## src/rtl/inst_fetch_unit.sv

```systemverilog
// Instruction fetch stage: owns the PC, fetches over a req/ack handshake
// and resolves the next PC from decoder branch flags on retire.
module inst_fetch_unit #(
    parameter logic [31:0] RESET_PC = 32'h0000_0000,
    parameter logic [31:0] NOP_INST = 32'h0000_0013
) (
    input  logic        clk,
    input  logic        rst_n,
    output logic        imem_req,
    output logic [31:0] imem_addr,
    input  logic        imem_ack,
    input  logic [31:0] imem_rdata,
    output logic [31:0] inst,
    output logic [31:0] inst_pc,
    output logic        inst_valid,
    input  logic        inst_ready,
    input  logic        br_jal,
    input  logic        br_beq,
    input  logic        br_blt,
    input  logic        br_bltu,
    input  logic [31:0] rs1_val,
    input  logic [31:0] rs2_val,
    input  logic [31:0] imm,
    input  logic        halt,
    output logic        misalign_err,
    output logic [31:0] retire_cnt
);

    typedef enum logic [1:0] {
        IDLE,
        REQ,
        HOLD
    } state_t;

    state_t      state;
    logic [31:0] pc;
    logic        taken;
    logic [31:0] target;
    logic [31:0] next_pc;

    // The fetch address is the PC register itself; it only moves on retire.
    assign imem_addr = pc;

    always_comb begin
        taken = br_jal
              | (br_beq  & (rs1_val == rs2_val))
              | (br_blt  & ($signed(rs1_val) < $signed(rs2_val)))
              | (br_bltu & (rs1_val < rs2_val));
        target  = inst_pc + imm;
        next_pc = taken ? {target[31:2], 2'b00} : inst_pc + 32'd4;
    end

    always_ff @(posedge clk or negedge rst_n) begin
        if (!rst_n) begin
            state        <= IDLE;
            pc           <= RESET_PC;
            imem_req     <= 1'b0;
            inst         <= NOP_INST;
            inst_pc      <= RESET_PC;
            inst_valid   <= 1'b0;
            misalign_err <= 1'b0;
            retire_cnt   <= 32'd0;
        end else begin
            unique case (state)
                IDLE: begin
                    if (!halt) begin
                        state    <= REQ;
                        imem_req <= 1'b1;
                    end
                end
                REQ: begin
                    if (imem_ack) begin
                        state      <= HOLD;
                        imem_req   <= 1'b0;
                        inst       <= imem_rdata;
                        inst_pc    <= pc;
                        inst_valid <= 1'b1;
                    end
                end
                HOLD: begin
                    if (inst_ready) begin
                        pc         <= next_pc;
                        inst       <= NOP_INST;
                        inst_valid <= 1'b0;
                        retire_cnt <= retire_cnt + 32'd1;
                        if (taken && (target[1:0] != 2'b00))
                            misalign_err <= 1'b1;
                        state    <= halt ? IDLE : REQ;
                        imem_req <= !halt;
                    end
                end
                default: begin
                    state    <= IDLE;
                    imem_req <= 1'b0;
                end
            endcase
        end
    end

endmodule

```

## config.mk

```make
export PLATFORM = sky130hd
export DESIGN_NAME = inst_fetch_unit
export DESIGN_NICKNAME = d
export VERILOG_FILES = /design/src/rtl/inst_fetch_unit.sv
export SDC_FILE = /design/constraint.sdc
export NUM_CORES = 1
export LEC_CHECK = 0
export BUFFER_PORTS_ARGS = -buffer_cell sky130_fd_sc_hd__clkbuf_2
export CORE_ASPECT_RATIO = 0.75
export CORE_UTILIZATION = 55
export DETAILED_ROUTE_END_ITERATION = 10
export PLACE_DENSITY = 0.93
export SYNTH_ARGS = -nofsm -noshare
export SYNTH_HDL_FRONTEND = slang
export SYNTH_SLANG_ARGS = --single-unit
```

## constraint.sdc

```tcl
create_clock -name clk -period 4.8 [get_ports clk]
set_input_delay 0.96 -clock clk [delete_from_list [all_inputs] [get_ports clk]]
set_output_delay 0.96 -clock clk [all_outputs]
set_load 0.01 [all_outputs]
```

==> results.toml <==
[yosys]
syn_inst = 908
yosys.area.top_type_share = 0.394
ys.flop_type = "dfrtp_1"
yosys.area.top_type = "dfrtp_1"
synth-async-reset-ratio = 1.00
syn_nets = 1111
synth-edff-count = 0
synth_cell_types = 66
synth_area_per_cell_um2 = 9.09
ys_seq_area_frac = 0.404
synth-seq-cells = 133
ys_top_cells_by_area = "dfrtp_1 (39%), ha_1 (9.9%), nand2_1 (8.0%), xnor2_1 (6.2%), a22o_1 (3.3%)"
yosysWarnings = 0
syn_area_um2 = 8250

[setup_path]
start_kind = "primary input"
startpoint = "imm[0]"
crit_arrival_ns = 3.92
cp_slowest_cell = "a31oi_1"
r2r_slack_ns = 1.37
path_depth = 13
cpLargestDelayFamily = "compound AO/OA/AOI/OAI gates"
crit_chain = "clkbuf_2 > ha_1 > inv_1 > fa_1 > nor2b_1 > o211ai_1 > a31oi_1 > a31oi_1 > o21a_1 > a41oi_1 > a221oi_1 > o31ai_1 > nor3_2"
crit_type = "primary input to register"
cp_max_fo = 5
slowest_delay_ns = 0.44
reg2reg_from = "inst_pc[0]$_DFFE_PN0P_"
r2r_end = "imem_addr[30]$_DFFE_PN0P_"
endpoint_kind = "register"
r2r_cells = 12
required_ns = 5.11
worst-path-buf-inv = 2
cp_common_cell = "a31oi_1"
crit_end = "imem_addr[30]$_DFFE_PN0P_"

[finish]
area_growth_pct = 25.1
drive_gt1_frac = 0.275
final_cell_mix = "clkbuf_2 (266), nand2_1 (177), dfrtp_1 (130)"
layout.nets = 1374
layout_commonest_cell = "clkbuf_2"
fin_cells = 1384
design_area_um2 = 10300
diodes = 0
nFillCells = 1089

[drt]
first_pass_iters = 5
dr_total_vias = 7792
viasPerCell = 5.63
drt-initial-drc-count = 609
final_antenna_net_count = 0
wire_per_inst_um = 16.5
drc_errors = 0
wirelength_um = 22800

[grt]
first_global_vias = 7417
grt_max_degree = 103
grt_antenna_before_repair = 0
grt_overflow = 0
grt_pass1_wl_um = 36300
grt_usage = 0.303

[timing]
setup_viol = 0
min_period_over_period = 0.752
final-hold-violation-count = 0
finalHoldWorstSlack_ns = 0.464
tns_ns = 0
fin_crit_ns = 3.61
rsz0062_at_grt = "no"
maxSlewViolCount = 0
clock.fmax_ghz = 0.277
worst_pin_slew_ns = 1.28
clock_skew_ns = 0.00988
max_slew_margin = 0.147

[place]
gp_congestion = 0.904
dp.cells = 1352
io_buffers = 267
placed_area_um2 = 9760
dp_hpwl_um = 16800

[status]
status = "completed"

[clock_tree]
cts_resized = 0
postCtsSetupRepairBufs = 0
clk_latency_ns = 0.43
cts_hold_buf = 0
cts_tree = "yes"
cts_root_buffer = "clkbuf_16"
clock-sinks = 133
cts_buffer_depth = 2
cts_inserted_buffers = 17
htreeDepth = 4
clk_pin_slew_ns = 0.07

[power_and_ir_drop]
ir_drop_mv = 0.306
power.density_nw_per_um2 = 557
p_leak_nw = 5.48

[die]
die_y_um = 108
core_area_um2 = 14500
ios = 268
dieArea_um2 = 15500
rows = 38
die_w_um = 143
start_util = 0.567

[run]
maxCapViolCount = 0

[min_path]
hp-class = "register to register"
report_power, final:
| group | total, mW | internal (mW) | switching, mW |
|---|---|---|---|
| sequential | 1.95 | 1.51 | 0.439 |
| combinational | 2.54 | 1.10 | 1.44 |
| clock | 1.26 | 0.699 | 0.564 |
| total | 5.76 | 3.31 | 2.45 |
cells by family after synthesis:
family                     synth area share
and+or+nand+nor                       0.180
AOI/OAI and AO/OA                     0.170
DFF                                   0.404
buffers and inverters                0.0440
xor gates and xnor gates             0.0881
adders and majority gates             0.101
muxes                                0.0136
how the worst min path moves through the flow:
stage,from,to,cells after the start
finish,retire_cnt[31]$_DFFE_PN0P_,retire_cnt[31]$_DFFE_PN0P_,1
global route,retire_cnt[31]$_DFFE_PN0P_,retire_cnt[31]$_DFFE_PN0P_,1
CTS,retire_cnt[31]$_DFFE_PN0P_,retire_cnt[31]$_DFFE_PN0P_,1
detailed placement,retire_cnt[31]$_DFFE_PN0P_,retire_cnt[31]$_DFFE_PN0P_,1
global placement,retire_cnt[31]$_DFFE_PN0P_,retire_cnt[31]$_DFFE_PN0P_,1
floorplan,state[0]$_DFFE_PN0P_,state[0]$_DFFE_PN0P_,1
per-layer routing:
| layer | track usage | routed length (µm) | vias to the layer above | share of wire |
|---|---|---|---|---|
| li1 | - | - | 3703 | - |
| met1 | 0.397 | 9990 | 3682 | 0.44 |
| met2 | 0.497 | 10700 | 359 | 0.47 |
| met3 | 0.0620 | 1670 | 48 | 0.073 |
| met4 | 0.109 | 482 | 0 | 0.021 |
| met5 | 0 | 0 | - | 0 |
through the flow:
step                power (mW)  worst slack [ns]  utilization
floorplan                 3.55              1.42            -
global placement          4.34              1.02        0.671
detailed placement        4.45             0.811        0.671
CTS                       5.74              1.25        0.710
global route              6.14              1.06        0.710
finish                    5.76              1.19        0.710
cells in the mapped netlist (5+ instances only):
cell	number
nand2_1	177
dfrtp_1	130
ha_1	65
xnor2_1	58
inv_1	55
nor2_1	44
o21ai_0	44
a21oi_1	42
nand3_1	35
a22o_1	31
xor2_1	25
clkbuf_1	21
nand4_1	17
a21o_1	14
and3_1	10
nor3_1	10
o21ai_1	10
mux2i_1	9
nand2b_1	8
a211oi_1	7
and4_1	7
a31oi_1	6
o211ai_1	6
o21a_1	6
o21bai_1	6
nor2b_1	5
final cells by class:
class                   instances  area [µm²]  share of cell area
flip-flops and latches        133        3330               0.323
repair buffers                273        1400               0.136
well taps                     200         250              0.0242
clock inverters                14         128              0.0124
inverters                      55         206              0.0200
clock buffers                  18         439              0.0425
multi-input cells             691        4570               0.443
registers in the layout, indices dropped and copies added, names as in the netlist:
register,count
retire_cnt,32
misalign_err,1
inst_valid,1
imem_addr,32
state,2
imem_req,1
inst_pc,32
inst,32
No activity file was read; power rests on OpenSTA's default activity.
